[src/rtl/hls_exec_monitor.sv]
// Execution-profiling monitor for an HLS accelerator: tracks the block ap_* handshake,
// one sequential FSM loop and one pipelined loop with saturating counters; finish freezes everything.
module hls_exec_monitor #(
  parameter int unsigned SEQ_W = 6,
  parameter int unsigned UPC_W = 1,
  parameter int unsigned CNT_W = 32
) (
  input  logic             clock,
  input  logic             reset,
  input  logic             finish,
  input  logic             mod_start,
  input  logic             mod_ready,
  input  logic             mod_done,
  input  logic             mod_continue,
  input  logic [SEQ_W-1:0] seq_cur_state,
  input  logic [SEQ_W-1:0] seq_pre_state,
  input  logic [SEQ_W-1:0] seq_post_state,
  input  logic [SEQ_W-1:0] seq_iter_start_state,
  input  logic [SEQ_W-1:0] seq_iter_end_state,
  input  logic             seq_post_valid,
  input  logic             seq_iter_end_valid,
  input  logic             seq_one_state_loop,
  input  logic             seq_one_state_block,
  input  logic [UPC_W-1:0] upc_cur_state,
  input  logic [UPC_W-1:0] upc_iter_start_state,
  input  logic [UPC_W-1:0] upc_iter_end_state,
  input  logic [UPC_W-1:0] upc_quit_state,
  input  logic             upc_iter_start_block,
  input  logic             upc_iter_end_block,
  input  logic             upc_quit_block,
  input  logic             upc_iter_start_enable,
  input  logic             upc_iter_end_enable,
  input  logic             upc_quit_enable,
  input  logic             upc_loop_start,
  input  logic             upc_loop_ready,
  input  logic             upc_loop_done,
  input  logic             upc_loop_continue,
  input  logic             upc_quit_at_end,
  output logic             frozen,
  output logic             mod_busy,
  output logic [CNT_W-1:0] mod_start_cnt,
  output logic [CNT_W-1:0] mod_done_cnt,
  output logic [CNT_W-1:0] mod_busy_cycles,
  output logic             seq_active,
  output logic [CNT_W-1:0] seq_entry_cnt,
  output logic [CNT_W-1:0] seq_iter_cnt,
  output logic [CNT_W-1:0] seq_active_cycles,
  output logic             upc_active,
  output logic [CNT_W-1:0] upc_iter_start_cnt,
  output logic [CNT_W-1:0] upc_iter_end_cnt,
  output logic [CNT_W-1:0] upc_inflight,
  output logic [CNT_W-1:0] upc_active_cycles
);

  typedef enum logic {MOD_IDLE, MOD_BUSY} mod_state_t;
  typedef enum logic {SEQ_OUT, SEQ_IN} seq_state_t;
  typedef enum logic {UPC_IDLE, UPC_ACTIVE} upc_state_t;

  mod_state_t       mod_state;
  seq_state_t       seq_state;
  upc_state_t       upc_state;
  logic [SEQ_W-1:0] seq_prev;
  logic             upc_start_prev;

  // pre_state is carried for debug visibility only
  logic unused_pre;
  assign unused_pre = ^seq_pre_state;

  logic seq_enter_start, seq_enter_end, seq_enter_post;
  logic seq_entry, seq_exit, seq_iter_inc;
  logic upc_start_evt, upc_end_evt, upc_quit_evt;
  logic upc_entry, upc_exit;
  logic hold;

  always_comb begin
    hold            = frozen || finish;
    seq_enter_start = (seq_cur_state == seq_iter_start_state) && (seq_prev != seq_iter_start_state);
    seq_enter_end   = (seq_cur_state == seq_iter_end_state) && (seq_prev != seq_iter_end_state);
    seq_enter_post  = (seq_cur_state == seq_post_state) && (seq_prev != seq_post_state);
    seq_entry       = (seq_state == SEQ_OUT) && seq_enter_start;
    seq_exit        = (seq_state == SEQ_IN) && seq_enter_post && seq_post_valid;
    // iterations count while inside the loop and on the entry edge itself
    seq_iter_inc    = ((seq_state == SEQ_IN) || seq_entry) &&
                      (seq_one_state_loop
                         ? ((seq_cur_state == seq_iter_start_state) && !seq_one_state_block)
                         : (seq_enter_end && seq_iter_end_valid));
    upc_start_evt   = (upc_cur_state == upc_iter_start_state) && !upc_iter_start_block && upc_iter_start_enable;
    upc_end_evt     = (upc_cur_state == upc_iter_end_state) && !upc_iter_end_block && upc_iter_end_enable;
    upc_quit_evt    = (upc_cur_state == upc_quit_state) && !upc_quit_block && upc_quit_enable;
    upc_entry       = (upc_state == UPC_IDLE) &&
                      ((upc_loop_start && upc_loop_ready) || (upc_loop_start && !upc_start_prev));
    upc_exit        = (upc_state == UPC_ACTIVE) &&
                      ((upc_loop_done && upc_loop_continue) || (upc_quit_evt && !upc_quit_at_end));
  end

  function automatic logic [CNT_W-1:0] sat_inc(input logic [CNT_W-1:0] v, input logic en);
    return (en && (v != '1)) ? v + CNT_W'(1) : v;
  endfunction

  always_ff @(posedge clock or negedge reset) begin
    if (!reset) begin
      frozen             <= 1'b0;
      mod_state          <= MOD_IDLE;
      seq_state          <= SEQ_OUT;
      upc_state          <= UPC_IDLE;
      seq_prev           <= '0;
      upc_start_prev     <= 1'b0;
      mod_start_cnt      <= '0;
      mod_done_cnt       <= '0;
      mod_busy_cycles    <= '0;
      seq_entry_cnt      <= '0;
      seq_iter_cnt       <= '0;
      seq_active_cycles  <= '0;
      upc_iter_start_cnt <= '0;
      upc_iter_end_cnt   <= '0;
      upc_inflight       <= '0;
      upc_active_cycles  <= '0;
    end else begin
      if (finish) frozen <= 1'b1;
      if (!hold) begin
        case (mod_state)
          MOD_IDLE: if (mod_start) mod_state <= MOD_BUSY;
          MOD_BUSY: if (mod_done && mod_continue && !mod_start) mod_state <= MOD_IDLE;
          default:  mod_state <= MOD_IDLE;
        endcase
        mod_start_cnt   <= sat_inc(mod_start_cnt, mod_start && mod_ready);
        mod_done_cnt    <= sat_inc(mod_done_cnt, mod_done && mod_continue);
        mod_busy_cycles <= sat_inc(mod_busy_cycles, mod_state == MOD_BUSY);

        seq_prev <= seq_cur_state;
        if (seq_exit)       seq_state <= SEQ_OUT;
        else if (seq_entry) seq_state <= SEQ_IN;
        seq_entry_cnt     <= sat_inc(seq_entry_cnt, seq_entry);
        seq_iter_cnt      <= sat_inc(seq_iter_cnt, seq_iter_inc);
        seq_active_cycles <= sat_inc(seq_active_cycles, seq_state == SEQ_IN);

        upc_start_prev <= upc_loop_start;
        if (upc_exit)       upc_state <= UPC_IDLE;
        else if (upc_entry) upc_state <= UPC_ACTIVE;
        upc_iter_start_cnt <= sat_inc(upc_iter_start_cnt, upc_start_evt);
        upc_iter_end_cnt   <= sat_inc(upc_iter_end_cnt, upc_end_evt);
        upc_active_cycles  <= sat_inc(upc_active_cycles, upc_state == UPC_ACTIVE);
        if (upc_start_evt && !upc_end_evt && (upc_inflight != '1))
          upc_inflight <= upc_inflight + CNT_W'(1);
        else if (upc_end_evt && !upc_start_evt && (upc_inflight != '0))
          upc_inflight <= upc_inflight - CNT_W'(1);
      end
    end
  end

  assign mod_busy   = (mod_state == MOD_BUSY);
  assign seq_active = (seq_state == SEQ_IN);
  assign upc_active = (upc_state == UPC_ACTIVE);

endmodule

[config.mk]
export PLATFORM = sky130hd
export DESIGN_NAME = hls_exec_monitor
export DESIGN_NICKNAME = d
export VERILOG_FILES = /design/src/rtl/hls_exec_monitor.sv
export SDC_FILE = /design/constraint.sdc
export NUM_CORES = 1
export LEC_CHECK = 0
export CORE_MARGIN = 2
export CORE_UTILIZATION = 35
export DETAILED_ROUTE_END_ITERATION = 7
export GPL_TIMING_DRIVEN = 0
export MAX_ROUTING_LAYER = met4
export PLACE_DENSITY = 0.6
export SLEW_MARGIN = 20
export SYNTH_ARGS = -nofsm -noshare
export SYNTH_HDL_FRONTEND = slang
export SYNTH_SLANG_ARGS = --single-unit
[constraint.sdc]
create_clock -name clock -period 5.62 [get_ports clock]
set_input_delay 1.124 -clock clock [delete_from_list [all_inputs] [get_ports clock]]
set_output_delay 1.124 -clock clock [all_outputs]
set_load 0.01 [all_outputs]
# Yosys cells after proc, flatten, opt, wreduce, memory -nomap -nowiden
# Cells that the tools add are included.
# word_totals
ff_bits	331
wordCells	126
# classes
n_eq_ne	19
reduce_logical	66
bitwise_logic	4
mux	10
addsub	11
# op_table
cell	n
$add A32 B1 Y32 const B	10
$ne A32 B32 Y1 const B	10
$mux W32	2
$logic_and A1 B1 Y1	37
$reduce_bool A32 Y1	1
$sub A32 B1 Y32 const B	1
$reduce_and A2 Y1	12
$eq A6 B6 Y1	3
$ne A6 B6 Y1	3
$logic_not A1 Y1	9
$mux W1	7
$reduce_bool A2 Y1	3
$logic_or A1 B1 Y1	4
$not A1 Y1	4
$eq A1 B1 Y1	3
$pmux W1 S2	1

# Logic depth before layout (Yosys ltp)
# logic_depth
ltp_word	8
mapped_depth	14

# Worst setup path after synthesis
# Ideal clock, no wire load.
# synth_path
path_kind	in2reg
from	input port upc_cur_state
to	register upc_inflight[30]
path_stages	14
n_path_buf	1
slack_ns	0.929
required_time_ns	5.500
setup_ns	0.120
arrival_time_ns	4.572
path_cell_list	xor2_1 > nor3b_1 > a211oi_2 > inv_1 > ha_1 > clkbuf_1 > a21o_1 > a31o_2 > a211o_1 > a31oi_1 > o221ai_1 > o211a_1 > or3_1 > a31o_1
# synth_via
elab_chain_len	8
elab_cells_between_ends	15
cone_classes	eq/ne: 2; mux: 1; reduce/logical: 12
# synth_lines
item	line	text
from (decl)	24	input logic [UPC_W-1:0] upc_cur_state,
$eq A1 B1 Y1 (on tied branches)	88, 87	
$logic_and A1 B1 Y1 (on tied branches) (2 in a row)	88, 87	
$logic_not A1 Y1 (on tied branches)	143, 145	
$logic_and A1 B1 Y1 (on tied branches) (2 in a row)	143, 145	
$reduce_bool A2 Y1 (no line)	--	
$reduce_and A2 Y1 (no line)	--	
to (signal assigned)	144	upc_inflight <= upc_inflight + CNT_W'(1);
to (signal assigned)	146	upc_inflight <= upc_inflight - CNT_W'(1);
to (decl)	51	output logic [CNT_W-1:0] upc_inflight,
# Parallel ways exist; a longest one is shown, timed or not.
# A chain may end at the register's enable or synchronous reset.

# Worst setup path in the final report
# Same ends and word-level chain as after synthesis.

==> flow_metrics.tcl <==
set metrics [dict create \
    die-area_mm2 0.0498 \
    synthCells 1632 \
    avgSynthCellArea_um2 10.3 \
    synth_top_area_share 0.492 \
    cts_resized 0 \
    synth_edf_count 0 \
    worstPathRequired_ns 6.06 \
    pwr-share-seq 0.424 \
    fp.dieH_um 223 \
    period_needed_ns 5.27 \
    finalHoldViolCount 0 \
    fin_skew_ns 0.0263 \
    start_kind "input pin" \
    fin_crit_sh 0.937 \
    io-pin-count 380 \
    track_usage 0.192 \
    max_freq_ghz 0.190 \
    viasPerCell 5.06 \
    slew_viol_final 0 \
    power_frac_clock 0.441 \
    first_pass_iters 4 \
    criticalPathCategory "in2reg" \
    tightest_slew_ns 0.961 \
    dp_cells 2623 \
    cts_root_buf "clkbuf_16" \
    die_w_um 223 \
    dp_hpwl_um 35400 \
    finalSetupViolations 0 \
    antenna_left 0 \
    swShare 0.261 \
    power_frac_comb 0.135 \
    io_buffers 373 \
    crit_fanout 31 \
    clock_latency_ns 0.55 \
    wire_per_inst_um 17.5 \
    route.final.wire_length_um 47200 \
    design.core.area_mm2 0.0475 \
    switchingPower_uw 1530 \
    hold_class "reg2reg" \
    yosys.area.top_type "dfrtp_1" \
    relSlewSlack 0.355 \
    ys_top_cells_by_count "331 x dfrtp_1, 215 x xnor2_1, 175 x nand2_1, 132 x nand3_1, 120 x xor2_1" \
    hold_ws_ns 0.481 \
    ys_warn_count 0 \
    power.total_uw 5880 \
    synth_fp_nets 1728 \
    rsz0062_at_grt "no" \
    drive_above_1_share 0.0538 \
    ys_ff_latch 331 \
    synth_ff_type "dfrtp_1" \
    stdcell_count 2696 \
    hold_buffers 0 \
    initial_utilization 0.354 \
    grt-ovfl-total 0 \
    antenna_found_initial 1 \
    synth_cell_types 70 \
    synth-seq-area-share 0.492 \
    synthArstFlopShare 1.00 \
    yosysMostFrequentCell "dfrtp_1" \
    gp_congestion 0.863 \
    drc 0 \
    cts.htree.levels 2 \
    irDropWorstVdd_uv 219 \
    fin_tns_setup_ns 0 \
    grt_pass1_vias 13500 \
    p_int_uw 4350 \
    post_cts_buffers 0 \
    cts_buffers 40 \
    area_growth_pct 35.1 \
    power_density_mw_per_mm2 259 \
    rows 80 \
    cts_tree "yes" \
    cellLeakagePower_uw 0.0100 \
    synth_area_mm2 0.0168 \
    status "finished, final reports clean" \
    grt_pass1_wl_um 74800 \
    cp.arrival_ns 5.70 \
    vias 13700 \
    cts.sinks 331 \
    drtIter0Drc 688 \
    ys_top_cells_by_area "dfrtp_1 49%, xnor2_1 11%, xor2_1 6.2%" \
    clockBufferDepth 3 \
    final_nets 2146 \
    maxCapViolCount 0 \
    grt_max_degree 92 \
    clk_pin_slew_ns 0.06 \
    endpoint_kind "register" \
]
[final cells by class]
type,instances,area [um^2]
sequential,331,8280
fill,4432,24800
clock inverter,15,166
clock buffer,57,1150
tap,615,769
antenna,1,2.50
buffer,29,148
multi-input combinational,1227,8230
inverter,45,169
timing repair buffer,376,3820
[state kept, by name, summed over array words and instances, names as in the netlist, 6 cells and up]
signal / count
upc_active_cycles: 32
seq_active_cycles: 32
mod_busy_cycles: 32
upc_inflight: 32
seq_iter_cnt: 32
seq_prev: 6
upc_iter_start_cnt: 32
mod_start_cnt: 32
seq_entry_cnt: 32
mod_done_cnt: 32
upc_iter_end_cnt: 32
[cell usage in the layout, fill, tap and decap left out, types with 32 or more instances in the layout]
cell | netlist | routed
ha_1 | 39 | 39
clkbuf_16 | 0 | 41
nor3_1 | 34 | 34
and4_1 | 32 | 32
a21oi_1 | 35 | 35
xnor2_1 | 215 | 215
dfrtp_1 | 331 | 331
clkdlybuf4s50_1 | 0 | 372
nand4_1 | 75 | 75
and3_1 | 51 | 51
o21ai_0 | 40 | 40
xor2_1 | 120 | 120
nor2_1 | 88 | 88
inv_1 | 45 | 44
nand2_1 | 175 | 175
nand3_1 | 132 | 132
[worst max-delay path, cell delays in order]
cell	delay, ns
clkdlybuf4s50_1	0.48
xor2_1	0.19
nor3b_1	0.56
a211oi_2	0.20
inv_2	0.52
ha_1	0.35
clkbuf_1	0.19
a21o_1	0.25
a31o_2	0.25
a211o_1	0.29
a31oi_1	0.24
o221ai_1	0.23
o211a_1	0.28
or3_1	0.31
a31o_1	0.22
[power groups by stage]
stage / Combinational [uW] / Clock, uW / Sequential [uW]
after floorplan: 485 / 0 / 2530
after global routing: 882 / 2770 / 2500
after global placement: 773 / 0 / 2540
after detailed placement: 786 / 0 / 2530
final: 792 / 2590 / 2490
after CTS: 795 / 2680 / 2490
[cells by family (layout without fill, tap and decap cells)]
| logic type | count (synthesis) | after routing | synth area share |
|---|---|---|---|
| AOI/OAI and AO/OA | 148 | 148 | 0.0579 |
| xor gates and xnor gates | 335 | 335 | 0.174 |
| adders and majority gates | 40 | 40 | 0.0302 |
| buffers and inverters | 74 | 522 | 0.0188 |
| DFF | 331 | 331 | 0.492 |
| muxes | 9 | 9 | 0.00595 |
| other | 0 | 1 | 0 |
| and+or+nand+nor | 695 | 695 | 0.220 |
[routing by layer]
layer	global-route usage	routed length, um	up-vias	part of all wire
met1	0.249	21200	6698	0.45
met2	0.303	22200	307	0.47
met5	-	0	-	0
met3	0.0433	2770	65	0.059
met4	0.0551	1020	0	0.022
li1	-	-	6585	-
[metrics by stage]
stage / setup slack (ns) / utilization / area [um^2]
final: 0.353 / 0.478 / 22700
after global routing: 0.116 / 0.478 / 22700
after floorplan: 0.929 / - / 16800
after global placement: -11.61 / 0.449 / 21300
after CTS: 0.0245 / 0.478 / 22700
after detailed placement: -0.553 / 0.450 / 21400
[path summary, 6_finish.rpt]
kind / slack, ns / from / depth (start not counted) / endpoint
max: 0.35 / upc_cur_state / 15 / upc_inflight[30]$_DFFE_PN0P_
min: 0.48 / upc_start_prev$_DFFE_PN0P_ / 2 / upc_start_prev$_DFFE_PN0P_
max reg2reg: 0.89 / upc_inflight[0]$_DFFE_PN0P_ / 14 / upc_inflight[30]$_DFFE_PN0P_
min reg2reg: 0.48 / upc_start_prev$_DFFE_PN0P_ / 2 / upc_start_prev$_DFFE_PN0P_
max in group asynchronous: 3.68 / reset / 3 / upc_iter_end_cnt[2]$_DFFE_PN0P_
min in group asynchronous: 0.59 / reset / 1 / seq_entry_cnt[13]$_DFFE_PN0P_
(Power assumes the default switching activity.)
